<file path="config.mk">
export PLATFORM = sky130hd
export DESIGN_NAME = day_night_fader
export DESIGN_NICKNAME = d
export VERILOG_FILES = /design/src/rtl/vga_fx_pkg.sv /design/src/rtl/step_prescaler.sv /design/src/rtl/day_night_fader.sv
export SDC_FILE = /design/constraint.sdc
export NUM_CORES = 1
export LEC_CHECK = 0
export ABC_AREA = 1
export ABC_CLOCK_PERIOD_IN_PS = 9310
export CORE_ASPECT_RATIO = 0.6
export CORE_MARGIN = 2
export CORE_UTILIZATION = 60
export DETAILED_ROUTE_END_ITERATION = 7
export GPL_ROUTABILITY_DRIVEN = 0
export PLACE_DENSITY_LB_ADDON = 0.1
export SYNTH_ARGS = -nofsm -noshare
export SYNTH_HDL_FRONTEND = slang
export SYNTH_SLANG_ARGS = --single-unit
</file>
<file path="constraint.sdc">
create_clock -name clk -period 9.31 [get_ports clk]
set_input_delay 1.3965 -clock clk [delete_from_list [all_inputs] [get_ports clk]]
set_output_delay 1.3965 -clock clk [all_outputs]
set_load 0.03 [all_outputs]
</file>
<file path="src/rtl/vga_fx_pkg.sv">
// Shared types and helpers for the VGA colour-effect blocks.
// Latency: none (types, constants and a combinational helper only).
// Backpressure: none; pixel data is streamed without flow control.
package vga_fx_pkg;

  // Fade controller states.
  typedef enum logic [1:0] {
    LIGHT      = 2'd0,
    FADE_DARK  = 2'd1,
    DARK       = 2'd2,
    FADE_LIGHT = 2'd3
  } fade_state_t;

  // Per-channel transform selection.
  localparam int FX_INVERT = 0;
  localparam int FX_DIM    = 1;

  // Widest colour channel the helper handles; callers zero-extend into it.
  localparam int FX_MAX_W = 16;

  // Invert gives |old - lvl|; dim gives old - lvl clamped at zero.
  function automatic logic [FX_MAX_W-1:0] chan_fx(
    input logic [FX_MAX_W-1:0] old,
    input logic [FX_MAX_W-1:0] lvl,
    input int                  mode
  );
    logic [FX_MAX_W-1:0] res;
    res = '0;
    if (old >= lvl) begin
      res = old - lvl;
    end else if (mode == FX_INVERT) begin
      res = lvl - old;
    end
    return res;
  endfunction

endpackage

</file>
<file path="src/rtl/step_prescaler.sv">
// Free-running divider producing one fade-step strobe every STEP_CYCLES clocks.
// Latency: tick is a decode of the count register, high on count == STEP_CYCLES-1.
// Backpressure: none; the counter never stalls.
module step_prescaler #(
  parameter int STEP_CYCLES = 2097152
) (
  input  logic clk,
  input  logic rst,
  output logic tick
);

  localparam int CNT_W = (STEP_CYCLES > 2) ? $clog2(STEP_CYCLES) : 1;
  localparam logic [CNT_W-1:0] LAST = CNT_W'(STEP_CYCLES - 1);

  logic [CNT_W-1:0] cnt;

  // Count 0..STEP_CYCLES-1 and wrap, independent of the fade state.
  always_ff @(posedge clk or posedge rst) begin
    if (rst) begin
      cnt <= '0;
    end else if (cnt == LAST) begin
      cnt <= '0;
    end else begin
      cnt <= cnt + 1'b1;
    end
  end

  assign tick = (cnt == LAST);

endmodule

</file>
<file path="src/rtl/day_night_fader.sv">
// Score-driven day/night colour fader between the pixel generator and VGA pins.
// Latency: 1 clk pixel-in to pixel-out; level is sampled with the input pixel.
// Backpressure: none; every pixel is transformed and registered each cycle.
module day_night_fader
  import vga_fx_pkg::*;
#(
  parameter int COLOR_W        = 4,
  parameter int SCORE_W        = 14,
  parameter int TRIGGER_PERIOD = 700,
  parameter int DARK_SPAN      = 150,
  parameter int STEP_CYCLES    = 2097152,
  parameter int MODE           = 0
) (
  input  logic               clk,
  input  logic               rst,
  input  logic [SCORE_W-1:0] game_score,
  input  logic               force_light,
  input  logic [COLOR_W-1:0] OldVgaRed,
  input  logic [COLOR_W-1:0] OldVgaGreen,
  input  logic [COLOR_W-1:0] OldVgaBlue,
  output logic [COLOR_W-1:0] NewVgaRed,
  output logic [COLOR_W-1:0] NewVgaGreen,
  output logic [COLOR_W-1:0] NewVgaBlue,
  output logic [COLOR_W-1:0] level,
  output logic               is_night
);

  localparam logic [COLOR_W-1:0] LEVEL_MAX = '1;
  localparam logic [SCORE_W-1:0] TRIG_P    = SCORE_W'(TRIGGER_PERIOD);
  localparam logic [SCORE_W:0]   SPAN      = (SCORE_W + 1)'(DARK_SPAN);

  fade_state_t        state, state_nx;
  logic [COLOR_W-1:0] level_nx;
  logic [SCORE_W-1:0] prev_score;
  logic [SCORE_W-1:0] dark_start, dark_start_nx;
  logic [SCORE_W:0]   elapsed;
  logic               tick;
  logic               trig;
  logic               expire;
  logic               restart;

  step_prescaler #(
    .STEP_CYCLES(STEP_CYCLES)
  ) u_step_prescaler (
    .clk (clk),
    .rst (rst),
    .tick(tick)
  );

  // One extra bit so a score below dark_start wraps to a large value
  // instead of aliasing a small one; restart covers that case anyway.
  assign elapsed = {1'b0, game_score} - {1'b0, dark_start};
  assign expire  = (elapsed >= SPAN);
  assign restart = force_light || (game_score < dark_start);

  // A night starts only on the cycle the score lands on a non-zero multiple.
  always_comb begin
    trig = (game_score != prev_score) &&
           ((game_score % TRIG_P) == '0) &&
           (game_score != '0);
  end

  // Fade controller: restart > trig > expire > tick.
  always_comb begin
    state_nx      = state;
    level_nx      = level;
    dark_start_nx = dark_start;
    case (state)
      LIGHT: begin
        // A pending restart holds the day until the score is back past dark_start.
        if (trig && !restart) begin
          state_nx      = FADE_DARK;
          dark_start_nx = game_score;
        end
      end
      FADE_DARK: begin
        if (restart) begin
          state_nx = FADE_LIGHT;
        end else if (trig) begin
          dark_start_nx = game_score;
        end else if (expire) begin
          state_nx = FADE_LIGHT;
        end else if (tick) begin
          // The tick spent at LEVEL_MAX is what moves us into DARK.
          if (level == LEVEL_MAX) begin
            state_nx = DARK;
          end else begin
            level_nx = level + 1'b1;
          end
        end
      end
      DARK: begin
        if (restart) begin
          state_nx = FADE_LIGHT;
        end else if (trig) begin
          dark_start_nx = game_score;
        end else if (expire) begin
          state_nx = FADE_LIGHT;
        end
      end
      FADE_LIGHT: begin
        // A new night mid-fade reverses direction from the current level.
        if (trig && !restart) begin
          state_nx      = FADE_DARK;
          dark_start_nx = game_score;
        end else if (tick) begin
          if (level == '0) begin
            state_nx = LIGHT;
          end else begin
            level_nx = level - 1'b1;
          end
        end
      end
      default: begin
        state_nx = LIGHT;
      end
    endcase
  end

  // Controller and score history registers.
  always_ff @(posedge clk or posedge rst) begin
    if (rst) begin
      state      <= LIGHT;
      level      <= '0;
      prev_score <= '0;
      dark_start <= '0;
    end else begin
      state      <= state_nx;
      level      <= level_nx;
      prev_score <= game_score;
      dark_start <= dark_start_nx;
    end
  end

  // Registered pixel transform using the level current with the input pixel.
  always_ff @(posedge clk or posedge rst) begin
    if (rst) begin
      NewVgaRed   <= '0;
      NewVgaGreen <= '0;
      NewVgaBlue  <= '0;
      is_night    <= 1'b0;
    end else begin
      NewVgaRed   <= COLOR_W'(chan_fx(FX_MAX_W'(OldVgaRed),   FX_MAX_W'(level), MODE));
      NewVgaGreen <= COLOR_W'(chan_fx(FX_MAX_W'(OldVgaGreen), FX_MAX_W'(level), MODE));
      NewVgaBlue  <= COLOR_W'(chan_fx(FX_MAX_W'(OldVgaBlue),  FX_MAX_W'(level), MODE));
      is_night    <= (state_nx == FADE_DARK) || (state_nx == DARK);
    end
  end

endmodule

</file>
== Yosys cells after proc, flatten, opt, wreduce, memory -nomap -nowiden ==
Index checks and enable logic that the tools add are counted.

* Multiply operators: 0
* Reduce and logical (&&, ||, !) cells: 15
* Eq/ne operators: 19
* Mux-type cells: 30
* $lt $le $gt $ge: 5
* Shifts and indexed selects: 0
* Add/sub/neg operators: 10
* Bitwise logic cells: 0
* Divide/modulo/power cells: 1

{| class="wikitable"
|+ Operators with widths
! operator !! count
|-
| $mux 4 || 11
|-
| $mux 14 || 3
|-
| $pmux 14 s2 || 1
|-
| $mux 2 || 12
|-
| $sub 4x4->4 || 6
|-
| $add 21x1->21 const B || 1
|-
| $eq 21x21->1 const B || 1
|-
| $mux 21 || 1
|-
| $ne 2x2->1 const B || 9
|-
| $ge 15x8->1 const B || 1
|-
| $sub 14x14->15 || 1
|-
| $logic_not 14->1 || 1
|-
| $lt 14x14->1 || 1
|-
| $mod 14x10->14 const B || 1
|-
| $ne 14x14->1 || 1
|-
| $reduce_bool 14->1 || 1
|-
| $ge 4x4->1 || 3
|-
| $reduce_and 9->1 || 1
|-
| $pmux 2 s4 || 1
|-
| $pmux 4 s2 || 1
|-
| $eq 2x2->1 const B || 3
|-
| $add 4x1->4 const B || 1
|-
| $eq 2x1->1 const B || 2
|-
| $eq 4x4->1 const B || 1
|-
| other kinds (10) || 15
|}

* Memories: 0
* Latch bits: 0
* Bits in writable memories: 0
* Bits in registers: 68
* ROM bits: 0
* Output and inout port bits: 17
* Logic and storage cells: 89

== Depth between registers and ports, before layout ==
* Word-level depth: 9
* Gate-level depth with buffers: 48
* Depth with buffers taken out: 45

== Cells and area by module ==
A second synthesis with hierarchy kept.

* Cells, all modules: 786
* Area, all modules: 5,824.3 um2

{| class="wikitable"
|+ By module, submodules not included
! module !! cells an instance !! instances !! area each (um2)
|-
| day_night_fader || 647 || 1 || 4,704.5
|-
| step_prescaler || 139 || 1 || 1,119.8
|}

== Worst setup path after synthesis ==
Ideal clock, no wire load.

* Kind: input to register
* From: input port game_score[11]
* To: register is_night
* Data arrival time: 5,058 ps
* Stages on the path: 45
* Path slack: 4,136 ps
* Required time: 9,193 ps
* Cells stage by stage: buf_2 nand2_1 nand2_1 nand2_2 nor2_1 nor2_1 nor2_4 inv_2 nand2_1 nor2_2 nand2_4 nand3_2 buf_6 nand2_2 nand2_2 nand2_1 nor2_1 nor2_4 [9 not listed] inv_2 nand2_2 nand2_1 nor2_2 nand2_2 nand2_2 nand2_1 nand2_1 nand2_2 nor2_4 nand3_2 buf_6 nand3b_1 nand3_1 nand2_1 inv_1 nand2_1 nand2_1

* Cells in the longest elaborated chain, start to end: 9
* Elaborated cells on any way between the ends: 24
* Those cells by class: add/sub: 1; div: 1; order compare: 2; eq/ne: 3; mux: 9; reduce/logical: 8

{| class="wikitable"
|+ RTL lines
! element !! RTL line !! source
|-
| start: declaration || day_night_fader.sv:16 || <nowiki>input logic [SCORE_W-1:0] game_score,</nowiki>
|-
| $mod 14x10->14 || day_night_fader.sv:59 || <nowiki>((game_score % TRIG_P) == '0) &&</nowiki>
|-
| $logic_not 14->1 || day_night_fader.sv:59 ||
|-
| $logic_and 1x1->1 || day_night_fader.sv:58 || <nowiki>trig = (game_score != prev_score) &&</nowiki>
|-
| $logic_and 1x1->1 || day_night_fader.sv:59 ||
|-
| $mux 2, or another cell as far along || day_night_fader.sv:95 || <nowiki>end else if (trig) begin</nowiki>
|-
| $mux 2 (on tied branches) || n/a ||
|-
| $pmux 2 s4 (*) || day_night_fader.sv:68 || <nowiki>case (state)</nowiki>
|-
| net state_nx[1] || day_night_fader.sv:32 || <nowiki>fade_state_t state, state_nx;</nowiki>
|-
| $eq 2x1->1 / $eq 2x2->1 (equally long branches) || day_night_fader.sv:146 || <nowiki>is_night <= (state_nx == FADE_DARK) || (state_nx == DARK);</nowiki>
|-
| $logic_or 1x1->1 (*) || day_night_fader.sv:146 ||
|-
| end signal: assignment || day_night_fader.sv:146 ||
|-
| end: declaration || day_night_fader.sv:25 || <nowiki>output logic is_night</nowiki>
|}

The timed path passes the listed nets; every way through them passes the cells marked *.
A chain may end at the register's enable or synchronous reset.

== Final worst setup path ==
* From: input port game_score[10]
* To: register is_night

Same word-level chain as after synthesis.

==> impl_metrics.csv <==
group,metric,value,unit
floorplanning,die-area,0.01017,mm^2
critical_path,crit_fanout,29,
timing,setup_tns,0,ns
timing,min_period,6.721,ns
hold_path,hp-class,"reg2reg",
global_routing,grt_start_max_net_pins,65,
synth,netlist_instances,752,
timing,clock_skew,0.004509,ns
clocking,htree_num_levels,3,
clocking,clock_latency,0.34,ns
cells_and_area,final_nets,880,
critical_path,path_depth,44,
floorplanning,coreArea,0.009121,mm^2
critical_path,path_delay_family,"simple AND/OR/NAND/NOR gates",
synth,ys_top_cells_by_area,"dfrtp_1, nand2_1, ha_1",
placed_design,dp.final_hpwl,10.32,mm
timing,rsz0062_at_grt,"false",
critical_path,slowest_stage,"clkdlybuf4s50_1",
power,finalPower,1.633,mW
global_routing,grt_use_total,27.71,%
timing,period_share,72.19,%
cells_and_area,postLayoutCellArea,0.006445,mm^2
timing,fin_ws,2.589,ns
timing,slew_violations,0,
routing,routedWlPerCell,14.40,um
power,ir_worst_vdd,0.0002162,V
timing,setup_viol,0,
critical_path,end_kind,"register",
placed_design,portBuffers,45,
hold_path,holdPathStages,1,
clocking,ctsRootBufferMaster,"clkbuf_16",
clocking,post_cts.repair.setup_buffers,0,
floorplanning,die_h,78.92,um
placed_design,dpl_worst_slack,2.345,ns
clocking,clock_sinks,68,
critical_path,r2r_cells,26,
critical_path,worstSetupPathType,"in2reg",
synth,synth_area,0.005613,mm^2
power,p_leak,3.268,nW
synth,syn-num-nets,831,
synth,ys_seq_area_share,30.32,%
clocking,clk_path_buf_depth,2,
global_routing,antenna_found_initial,0,
timing,fmax,148.8,MHz
synth,avgSynthCellArea,7.464,um^2
synth,ys_warn_count,0,
timing,maxSlewHeadroom,41.46,%
floorplanning,initial_core_util,61.54,%
floorplanning,die_x,128.9,um
routing,drc,0,
critical_path,critPathMaxStageDelay,0.70,ns
synth,synth.distinct_cells,39,
global_routing,overflow,0,
synth,synth_top_area_share,30.32,%
cells_and_area,fill_cells,711,
critical_path,required,9.54,ns
routing,ant_nets,0,
cells_and_area,drive_above_1_share,11.54,%
cells_and_area,stdcell_count,922,
synth,ys_ff_latch,68,
placed_design,placed_cell_area,0.006151,mm^2
floorplanning,rows,27,
flow_run,cap_violations,0,
synth,synth_top_area_cell,"dfrtp_1",
critical_path,worstPathArrival,6.95,ns
global_routing,grt_pass1_wl,22.48,mm
routing,routed_wl,13.27,mm
cells_and_area,n_antenna_cell,0,
routing,dr.first_iter.drc_count,440,
routing,detailroute.via_count,5080,
clocking,hold_buffers,0,
floorplanning,ios,46,
critical_path,critPathBufInv,6,
cells_and_area,syn2layout_area_growth,14.82,%
placed_design,dp.cells,906,
clocking,cts_tree,"yes",
clocking,cts_made_buffers,9,
clocking,clk_pin_slew_worst_paths,0.06,ns
power,powerDensity,253.4,mW/mm^2
critical_path,crit_top_cell,"nand2_1",
critical_path,start_kind,"input port",
timing,finalHoldViolCount,0,
cells_and_area,layout_common_cells,"nand2_1, inv_1, dfrtp_1",
global_routing,grt_pass1_vias,4776,
clocking,cts_resized,0,
status,status,"completed",
timing,worst_pin_slew,0.8749,ns
routing,dr.pass1.iters,5,
cells_and_area,layout_commonest_cell,"nand2_1",
routing,via_per_inst,5.510,
[state kept, by name, summed over array words and instances, names as in the netlist]
name and flops:
NewVgaBlue 4, NewVgaGreen 4, prev_score 14, dark_start 14, NewVgaRed 4, level 4, state 2, u_step_prescaler.cnt 21
is_night 1
[metal layers]
| layer | wire length (um) | track usage [%] |
|---|---|---|
| met1 | 6672 | 41.82 |
| met3 | 869 | 5.054 |
| met4 | 123 | 6.196 |
| met5 | 0 | 0 |
| met2 | 5607 | 41.32 |
[worst paths after layout]
check,start,slack (ns),endpoint
worst max-delay path,game_score[10],2.59,is_night$_DFF_PP0_
worst min-delay path,u_step_prescaler.cnt[0]$_DFF_PP0_,0.48,u_step_prescaler.cnt[0]$_DFF_PP0_
worst max register to register,dark_start[0]$_DFFE_PP0P_,5.11,level[3]$_DFFE_PP0P_
worst min register to register,u_step_prescaler.cnt[0]$_DFF_PP0_,0.48,u_step_prescaler.cnt[0]$_DFF_PP0_
max in group asynchronous,rst,7.05,dark_start[12]$_DFFE_PP0P_
min in group asynchronous,rst,1.25,prev_score[1]$_DFF_PP0_
[synthesized netlist by cell type]
cell type / n
nand2_1: 169
inv_1: 109
dfrtp_1: 68
nor2_1: 60
nand3_1: 47
ha_1: 42
o21ai_0: 33
xor2_1: 31
a21oi_1: 27
nand2_2: 25
nand4_1: 17
inv_2: 11
o21ai_1: 9
xnor2_1: 9
fa_1: 8
nand2_4: 7
nor2_2: 7
nor3_1: 7
nor4_1: 7
mux2i_1: 6
nand3_2: 6
o21ai_2: 6
nor2_4: 5
o21bai_1: 5
or2_2: 5
nand3b_1: 4
a211oi_1: 3
buf_6: 3
clkbuf_1: 3
a31oi_1: 2
nor3b_1: 2
o211ai_1: 2
a21oi_2: 1
buf_2: 1
buf_8: 1
nor3_2: 1
o21ai_4: 1
o21bai_4: 1
o311ai_0: 1
[logic make-up after synthesis]
group / Yosys count / synth area share, %
AOI/OAI and AO/OA: 91 / 9.585
xor gates and xnor gates: 40 / 6.242
adders and majority gates: 50 / 12.22
buffers and inverters: 128 / 9.184
DFF: 68 / 30.32
muxes: 6 / 1.070
and+or+nand+nor: 369 / 31.39
[power breakdown]
group          leakage, nW  switching [mW]  total, mW  internal [mW]
combinational         2.27           0.562      0.895          0.333
clock                0.142           0.133      0.341          0.207
sequential           0.853          0.0435      0.397          0.354
[metrics by stage]
stage	utilization, %	hold slack, ns
floorplan	-	0.4329
global placement	67.43	0.4495
detailed placement	67.43	0.4689
CTS	70.66	0.4766
global route	70.66	0.5011
finish	70.66	0.4818
[layout make-up]
type                    count  area (um^2)  area share (%)
clock buffers              10        229.0           3.553
clock inverters             6        65.06           1.010
repair buffers             46        457.9           7.105
well taps                 116        145.1           2.252
inverters                 120        450.4           6.989
flip-flops and latches     68         1702           26.40
multi-input cells         556         3396           52.69
Power figures use the tool's default switching activity.
